### config.mk
export PLATFORM = sky130hd
export DESIGN_NAME = vga_scanout
export DESIGN_NICKNAME = d
export VERILOG_FILES = /design/src/rtl/vga_scanout.sv
export SDC_FILE = /design/constraint.sdc
export NUM_CORES = 1
export LEC_CHECK = 0
export BUFFER_PORTS_ARGS = -buffer_cell sky130_fd_sc_hd__buf_2
export CAP_MARGIN = 20
export CORE_MARGIN = 1
export CORE_UTILIZATION = 35
export CTS_BUF_LIST = sky130_fd_sc_hd__clkbuf_8
export DETAILED_ROUTE_END_ITERATION = 12
export PLACE_DENSITY_LB_ADDON = 0.12
export REMOVE_ABC_BUFFERS = 1
export SYNTH_ARGS = -nofsm -noshare
export SYNTH_HDL_FRONTEND = slang
export SYNTH_SLANG_ARGS = --single-unit
### constraint.sdc
create_clock -name clk -period 2.17 [get_ports clk]
set_input_delay 0 -clock clk [delete_from_list [all_inputs] [get_ports clk]]
set_output_delay 0 -clock clk [all_outputs]
set_load 0.02 [all_outputs]
### src/rtl/vga_scanout.sv
// VGA timing generator and frame-buffer scanout with a latency-matched control pipeline
// and a vblank-synchronised double-buffer swap.
module vga_scanout #(
   parameter int   H_ACTIVE = 640,
   parameter int   H_FP     = 16,
   parameter int   H_SYNC   = 96,
   parameter int   H_BP     = 48,
   parameter int   V_ACTIVE = 480,
   parameter int   V_FP     = 10,
   parameter int   V_SYNC   = 2,
   parameter int   V_BP     = 33,
   parameter logic SYNC_POL = 1'b0,
   parameter int   MEM_LAT  = 1
) (
   input  logic        clk,
   input  logic        rst,
   input  logic        pix_en,
   output logic [10:0] rd_x,
   output logic [10:0] rd_y,
   output logic        rd_en,
   output logic        rd_buf,
   input  logic [3:0]  Red_in,
   input  logic [3:0]  Green_in,
   input  logic [3:0]  Blue_in,
   output logic [3:0]  Red,
   output logic [3:0]  Green,
   output logic [3:0]  Blue,
   output logic        hsync,
   output logic        vsync,
   output logic        active,
   output logic        frame_start,
   input  logic        swap_req,
   output logic        swap_ack,
   output logic        fb_sel
);

   localparam int          H_TOTAL    = H_ACTIVE + H_FP + H_SYNC + H_BP;
   localparam int          V_TOTAL    = V_ACTIVE + V_FP + V_SYNC + V_BP;
   localparam logic [10:0] H_LAST     = 11'(H_TOTAL - 1);
   localparam logic [10:0] V_LAST     = 11'(V_TOTAL - 1);
   localparam logic [10:0] H_VIS      = 11'(H_ACTIVE);
   localparam logic [10:0] V_VIS      = 11'(V_ACTIVE);
   localparam logic [10:0] V_LAST_VIS = 11'(V_ACTIVE - 1);
   localparam logic [10:0] HS_START   = 11'(H_ACTIVE + H_FP);
   localparam logic [10:0] HS_END     = 11'(H_ACTIVE + H_FP + H_SYNC - 1);
   localparam logic [10:0] VS_START   = 11'(V_ACTIVE + V_FP);
   localparam logic [10:0] VS_END     = 11'(V_ACTIVE + V_FP + V_SYNC - 1);

   typedef enum logic {IDLE, PEND} swap_state_t;

   logic [10:0] hcnt_reg, vcnt_reg;
   logic [10:0] rd_x_reg, rd_y_reg;
   logic        rd_en_reg, hs_a_reg, vs_a_reg;
   logic [2:0]  ctl_pipe_reg [MEM_LAT];
   logic [3:0]  red_reg, green_reg, blue_reg;
   logic        active_reg, hsync_reg, vsync_reg, frame_start_reg;
   swap_state_t state_reg, state_next;
   logic        fb_sel_reg, fb_sel_next, swap_ack_reg, swap_ack_next;
   logic        h_wrap, v_wrap, vblank_tick, hs_now, vs_now, vis_now;
   logic [2:0]  ctl_d;

   assign h_wrap      = (hcnt_reg == H_LAST);
   assign v_wrap      = (vcnt_reg == V_LAST);
   assign vblank_tick = pix_en && h_wrap && (vcnt_reg == V_LAST_VIS);
   assign hs_now      = (hcnt_reg >= HS_START) && (hcnt_reg <= HS_END);
   assign vs_now      = (vcnt_reg >= VS_START) && (vcnt_reg <= VS_END);
   assign vis_now     = (hcnt_reg < H_VIS) && (vcnt_reg < V_VIS);

   always_ff @(posedge clk) begin
      if (rst) begin
         hcnt_reg <= '0;
         vcnt_reg <= '0;
      end else if (pix_en) begin
         if (h_wrap) begin
            hcnt_reg <= '0;
            vcnt_reg <= v_wrap ? 11'd0 : vcnt_reg + 11'd1;
         end else begin
            hcnt_reg <= hcnt_reg + 11'd1;
         end
      end
   end

   // Address stage: sync/visibility flags are captured alongside the address they belong to.
   always_ff @(posedge clk) begin
      if (rst) begin
         rd_x_reg        <= '0;
         rd_y_reg        <= '0;
         rd_en_reg       <= 1'b0;
         hs_a_reg        <= 1'b0;
         vs_a_reg        <= 1'b0;
         frame_start_reg <= 1'b0;
      end else begin
         frame_start_reg <= pix_en && (hcnt_reg == 11'd0) && (vcnt_reg == 11'd0);
         if (pix_en) begin
            rd_x_reg  <= hcnt_reg;
            rd_y_reg  <= vcnt_reg;
            rd_en_reg <= vis_now;
            hs_a_reg  <= hs_now;
            vs_a_reg  <= vs_now;
         end
      end
   end

   // Control flags ride a shift register as deep as the memory read latency.
   genvar gi;
   generate
      for (gi = 0; gi < MEM_LAT; gi++) begin : g_pipe
         if (gi == 0) begin : g_first
            always_ff @(posedge clk) begin
               if (rst)         ctl_pipe_reg[gi] <= '0;
               else if (pix_en) ctl_pipe_reg[gi] <= {rd_en_reg, hs_a_reg, vs_a_reg};
            end
         end else begin : g_next
            always_ff @(posedge clk) begin
               if (rst)         ctl_pipe_reg[gi] <= '0;
               else if (pix_en) ctl_pipe_reg[gi] <= ctl_pipe_reg[gi-1];
            end
         end
      end
   endgenerate

   assign ctl_d = ctl_pipe_reg[MEM_LAT-1];

   always_ff @(posedge clk) begin
      if (rst) begin
         red_reg    <= '0;
         green_reg  <= '0;
         blue_reg   <= '0;
         active_reg <= 1'b0;
         hsync_reg  <= ~SYNC_POL;
         vsync_reg  <= ~SYNC_POL;
      end else if (pix_en) begin
         active_reg <= ctl_d[2];
         red_reg    <= ctl_d[2] ? Red_in   : 4'd0;
         green_reg  <= ctl_d[2] ? Green_in : 4'd0;
         blue_reg   <= ctl_d[2] ? Blue_in  : 4'd0;
         hsync_reg  <= ctl_d[1] ? SYNC_POL : ~SYNC_POL;
         vsync_reg  <= ctl_d[0] ? SYNC_POL : ~SYNC_POL;
      end
   end

   // Swap is only granted on the tick that enters vblank, so the front buffer is stable all frame.
   always_comb begin
      state_next    = state_reg;
      fb_sel_next   = fb_sel_reg;
      swap_ack_next = 1'b0;
      case (state_reg)
         IDLE: if (swap_req) state_next = PEND;
         PEND: begin
            if (!swap_req) begin
               state_next = IDLE;
            end else if (vblank_tick) begin
               fb_sel_next   = ~fb_sel_reg;
               swap_ack_next = 1'b1;
               state_next    = IDLE;
            end
         end
         default: state_next = IDLE;
      endcase
   end

   always_ff @(posedge clk) begin
      if (rst) begin
         state_reg    <= IDLE;
         fb_sel_reg   <= 1'b0;
         swap_ack_reg <= 1'b0;
      end else begin
         state_reg    <= state_next;
         fb_sel_reg   <= fb_sel_next;
         swap_ack_reg <= swap_ack_next;
      end
   end

   assign rd_x        = rd_x_reg;
   assign rd_y        = rd_y_reg;
   assign rd_en       = rd_en_reg;
   assign rd_buf      = fb_sel_reg;
   assign fb_sel      = fb_sel_reg;
   assign swap_ack    = swap_ack_reg;
   assign frame_start = frame_start_reg;
   assign Red         = red_reg;
   assign Green       = green_reg;
   assign Blue        = blue_reg;
   assign active      = active_reg;
   assign hsync       = hsync_reg;
   assign vsync       = vsync_reg;

endmodule

==> flow_metrics.tcl, run 1 <==
set metrics [dict create \
    dp_cells 464 \
    startpoint "hcnt_reg[0]" \
    diodes 0 \
    grt.busiest_layer "met2" \
    worstPathRequired_ns 2.45 \
    clkLatencyLatePin_ns 0.34 \
    seqPwrFrac_pct 47.7 \
    p_leak_nw 1.56 \
    io_buffers 57 \
    fmax_mhz 492 \
    wl_per_cell_um 14.0 \
    grt_util_met2_pct 26.1 \
    nNetsFinal 409 \
    r2r_slack_ns 0.14 \
    grt_pass1_wl_um 11300 \
    drv_cap 0 \
    r2r_cells 6 \
    routed_wl_um 6950 \
    worstPathCellList "ha_1, and4_2, nand4_4, buf_4, or3_1, a21oi_1" \
    rr_endpoint "vcnt_reg[4]" \
    synthCells 313 \
    pre_cts_slack_ns 0.138 \
    crit_end "vcnt_reg[4]" \
    die_area_sq_um 8630 \
    synth_flop_cell "dfxtp_1" \
    max_stage_delay_ns 0.44 \
    pwr-share-clk_pct 46.4 \
    tritoncts "yes" \
    num_io_pins 58 \
    postRouteAntennaNets 0 \
    htreeDepth 3 \
    hp-class "in2reg" \
    gr-usage-met3_pct 4.35 \
    switching_share_pct 22.5 \
    yosys.area.top_type "dfxtp_1" \
    r2r_start "hcnt_reg[0]" \
    fin_cells 495 \
    netlist.area_leader.share_pct 45.7 \
    core.rowCount 32 \
    start_util_pct 36.8 \
    drt_pass1_iterations 4 \
    drtIter0Drc 102 \
    coreArea_sq_um 7850 \
    viasPerCell 5.00 \
    ir_drop_uv 333 \
    place.gp.congestion 0.780 \
    drive_gt1_share_pct 23.4 \
    drv_slew 0 \
    start_kind "register" \
    antenna_found_initial 0 \
    crit_family "simple AND/OR/NAND/NOR gates" \
    root_buffer "clkbuf_8" \
    ys_types 43 \
    cp.depth 6 \
    p_comb_share_pct 6.0 \
    cts.clk_slew.worst_paths_ns 0.08 \
    cts_buffers 9 \
    layout_setup_ws_ns 0.138 \
    end_kind "register" \
    layout_worst_path_cycle_share_pct 93.7 \
    synthTopCellsByArea "dfxtp_1, mux2i_1, nor2_1, a22oi_1, edfxtp_1" \
    worst_slew_pin_slew_ns 0.546 \
    die_w_um 92.9 \
    vias 2477 \
    setup_viol 0 \
    critPathBufInv 1 \
    netlist_area_sq_um 2890 \
    async_flop_share_pct 0 \
    seq_area_frac_synth_pct 48.8 \
    place_area_sq_um 3310 \
    p_sw_mw 0.621 \
    hpwlAfterDp_um 4460 \
    grt_max_degree 36 \
    overflow 0 \
    criticalPathCategory "reg2reg" \
    fin_area_sq_um 3710 \
    track_usage_pct 16.8 \
    slew-limit-headroom_pct 63.5 \
    fin_skew_ns 0.00818 \
    drc 0 \
    use_met1_pct 22.2 \
    synth.avg_cell_area_sq_um 9.23 \
    cpMaxStageDelayCell "dfxtp_1" \
    grt_pass1_vias 2364 \
    synth_enable_flop_cells 3 \
    syn_to_final_growth_pct 28.4 \
    crit_arrival_ns 2.31 \
    tns_ns 0 \
    die_h_um 92.9 \
    period_minus_slack_ns 2.03 \
    critPathMaxFanout 10 \
    ys_warn_count 0 \
    hold_viol_final 0 \
    clk_path_buf_depth 2 \
    synth-seq-cells 69 \
    outcome "finished, final reports clean" \
    internal_power_mw 2.14 \
    cts_sinks 69 \
    p_per_area_nw_per_um2 743 \
]
-- power groups by stage --
stage / clock (mW) / sequential (mW) / combinational (mW)
6_report: 1.28 / 1.31 / 0.165
5_1_grt: 1.38 / 1.32 / 0.184
4_1_cts: 1.31 / 1.31 / 0.167
3_5_place_dp: 0 / 1.34 / 0.148
3_3_place_gp: 0 / 1.34 / 0.147
2_1_floorplan: 0 / 1.36 / 0.0572
-- stage by stage --
stage	utilization, %	power [mW]	hold slack [ns]
2_1_floorplan	-	1.41	0.0691
3_3_place_gp	42.1	1.49	0.235
3_5_place_dp	42.1	1.49	0.240
4_1_cts	46.9	2.80	0.0405
5_1_grt	47.3	2.88	0.0647
6_report	47.3	2.76	0.0390
-- cells in the mapped netlist, types with 4 or more instances --
library cell,instances
dfxtp_1,66
nor2_1,55
mux2i_1,22
clkbuf_1,14
nand2_1,14
a21oi_1,13
nand3_1,13
a22oi_1,12
inv_1,9
o31ai_1,8
nand4_1,7
o21ai_0,7
or4_1,7
ha_1,5
nand2b_1,5
nor4_1,5
xnor2_1,5
xor2_1,5
and2_1,4
and3_1,4
-- worst register-to-register path, stage by stage, from the launching register on --
cell and delay (ns):
dfxtp_1 0.44, ha_1 0.24, and4_2 0.33, nand4_4 0.21
buf_4 0.26, or3_1 0.35, a21oi_1 0.14
-- worst min-delay path by stage --
stage                   start       to  slack (ns)  cells past startpoint
floorplan                 rst   fb_sel        0.07                      1
global placement    Red_in[1]   Red[1]        0.24                      3
detailed placement  Red_in[2]   Red[2]        0.24                      3
CTS                       rst  rd_x[5]        0.04                      2
global route              rst  rd_x[0]        0.06                      2
finish                    rst  rd_x[6]        0.04                      2
-- placed cells by master, fill, tap and decap left out, drive strengths merged, types with 2 or more instances in the layout --
cell / n
buf: 71
dfxtp: 66
nor2: 55
mux2i: 22
nand2: 14
nand3: 13
a21oi: 13
dlygate4sd3: 13
a22oi: 12
inv: 10
clkbuf: 9
nand4: 9
o31ai: 8
or4: 7
o21ai: 7
nand2b: 5
xnor2: 5
xor2: 5
nor4: 5
ha: 5
and2: 4
and3: 4
or3: 3
bufinv: 3
edfxtp: 3
nor3: 2
a31oi: 2
clkinvlp: 2
and4: 2
-- logic make-up (layout without fill, tap and decap cells) --
logic type      count (synthesis)  count (layout)  synth area share (%)
xor+xnor                       10              10                  3.03
simple gates                  131             132                  23.5
flops                          69              69                  48.8
buf+inv                        30             109                  4.46
compound gates                 46              46                  10.4
mux                            22              22                  7.62
fa+ha+maj                       5               5                  2.16
-- routing by layer --
| metal | wire length [um] | vias to the layer above |
|---|---|---|
| li1 | - | 1259 |
| met1 | 3350 | 1150 |
| met2 | 3200 | 62 |
| met3 | 328 | 6 |
| met4 | 79 | 0 |
| met5 | 0 | - |
-- timing repair --
action | CTS | global route
gates resized for setup | 0 | 2
setup endpoints to repair | 0 | 9
buffers inserted | 0 | 1
hold buffers | 13 | 0
hold endpoints to repair | 14 | 0
-- layout make-up --
class | count | area, sq um
Clock inverter | 7 | 123
Sequential cell | 69 | 1410
Multi-Input combinational cell | 215 | 1370
Tap cell | 102 | 128
Inverter | 9 | 33.8
Clock buffer | 9 | 124
Fill cell | 770 | 4140
Timing Repair Buffer | 84 | 520
Note: power is estimated with default switching activity, not from simulation.
==> run 2, diff against run 1 <==
RECOVER_POWER = 100   (was default)
clock period = 2.3 ns   (was 2.17 ns; I/O delays follow)
==> flow_metrics.tcl, run 2 (same netlist as run 1, synthesis figures left out) <==
set metrics [dict create \
    pwr-share-clk_pct 40.0 \
    n_fill_cell 817 \
    crit_arrival_ns 2.27 \
    root_buffer "clkbuf_8" \
    slew-limit-headroom_pct 25.6 \
    htreeDepth 3 \
    p_sw_mw 0.544 \
    grt_max_degree 32 \
    grt_pass1_vias 2201 \
    critPathMaxFanout 18 \
    dp_cells 459 \
    clk_path_buf_depth 2 \
    fin_cells 488 \
    grt_pass1_wl_um 10700 \
    seqPwrFrac_pct 53.5 \
    coreArea_sq_um 7850 \
    ctsResizeCount 0 \
    clkLatencyLatePin_ns 0.34 \
    drc 0 \
    num_io_pins 58 \
    fin_skew_ns 0.00901 \
    multiInputGateArea_sq_um 1350 \
    tritoncts "yes" \
    diodes 0 \
    antenna_found_initial 0 \
    cts.clk_slew.worst_paths_ns 0.07 \
    hold_viol_final 0 \
    cts_sinks 69 \
    cpMaxStageDelayCell "dfxtp_1" \
    place.gp.congestion 0.747 \
    die_h_um 92.9 \
    start_kind "register" \
    drive_gt1_share_pct 8.81 \
    p_comb_share_pct 6.5 \
    tns_ns 0 \
    cts_buffers 9 \
    nNetsFinal 402 \
    worstPathRequired_ns 2.50 \
    postRouteAntennaNets 0 \
    fmax_mhz 485 \
    period_minus_slack_ns 2.06 \
    io_buffers 57 \
    start_util_pct 36.8 \
    crit_family "simple AND/OR/NAND/NOR gates" \
    startpoint "hcnt_reg[0]" \
    core.rowCount 32 \
    layout_worst_path_cycle_share_pct 89.7 \
    hpwlAfterDp_um 4300 \
    wl_per_cell_um 13.3 \
    internal_power_mw 1.77 \
    r2r_start "hcnt_reg[0]" \
    p_per_area_nw_per_um2 660 \
    hp-class "in2reg" \
    max_stage_delay_ns 0.43 \
    outcome "finished, final reports clean" \
    drv_cap 0 \
    ir_drop_uv 273 \
    die_area_sq_um 8630 \
    die_w_um 92.9 \
    syn_to_final_growth_pct 21.5 \
    worst_slew_pin_slew_ns 1.12 \
    final_cell_mix "dfxtp_1, nor2_1, clkbuf_1, mux2i_1" \
    holdBufCountCts 13 \
    critPathBufInv 1 \
    hp-start "rst" \
    switching_share_pct 23.5 \
    setup_viol 0 \
    viasPerCell 4.95 \
    criticalPathCategory "reg2reg" \
    r2r_slack_ns 0.24 \
    end_kind "register" \
    track_usage_pct 16.0 \
    fin_total_pwr_mw 2.32 \
    drv_slew 0 \
    overflow 0 \
    drtIter0Drc 113 \
    drt_pass1_iterations 5 \
    final_common_cell "dfxtp_1" \
    postCtsSetupBuffers 0 \
    register_area_sq_um 1410 \
    worstPathCellList "ha_1, and4_1, nand4_4, buf_4, o21bai_2, a21oi_1" \
    routed_wl_um 6490 \
    rsz0062_at_grt "no" \
    vias 2414 \
    p_leak_nw 1.31 \
]
-- run 2: changes by cell type in the layout (fill, tap and decap cells not counted), sizes merged --
cell and delta:
buf -53, bufinv -2, clkbuf +47, clkinv +2, clkinvlp -1, inv +1
nand4 -1
-- run 2: cell type report --
type / instances / area share (%)
flip-flops and latches: 69 / 40.2
multi-input cells: 214 / 38.4
repair buffers: 78 / 11.6
well taps: 102 / 3.63
clock buffers: 9 / 3.53
clock inverters: 7 / 1.67
inverters: 9 / 0.962
-- run 2: final timing paths --
check | to | depth (start not counted)
setup reg to reg | vcnt_reg[4] | 6
hold reg to reg | vs_a_reg | 2
setup / recovery | vcnt_reg[4] | 6
hold / removal | hcnt_reg[4] | 2
-- run 2: power groups by stage --
stage	logic [mW]	clock network, mW	registers, mW
2_1_floorplan	0.0540	0	1.28
3_3_place_gp	0.139	0	1.27
3_5_place_dp	0.138	0	1.27
4_1_cts	0.157	0.968	1.24
5_1_grt	0.167	1.03	1.24
6_report	0.151	0.926	1.24
-- run 2: through the flow --
step	area, sq um	worst slack, ns	hold slack, ns	util, %
final	3510	0.237	0.0724	44.8
after global routing	3510	0.0829	0.0763	44.8
after CTS	3580	0.224	0.0739	45.6
after global placement	3270	0.311	0.235	41.6
after floorplan	2800	0.351	0.0691	-
after detailed placement	3270	0.253	0.243	41.6
-- run 2: layer usage --
metal	track usage, %	vias to the layer above	wire [um]
met5	0	-	0
met3	5.67	7	277
li1	-	1243	-
met1	21.5	1113	3340
met2	23.8	51	2800
met4	5.00	0	70
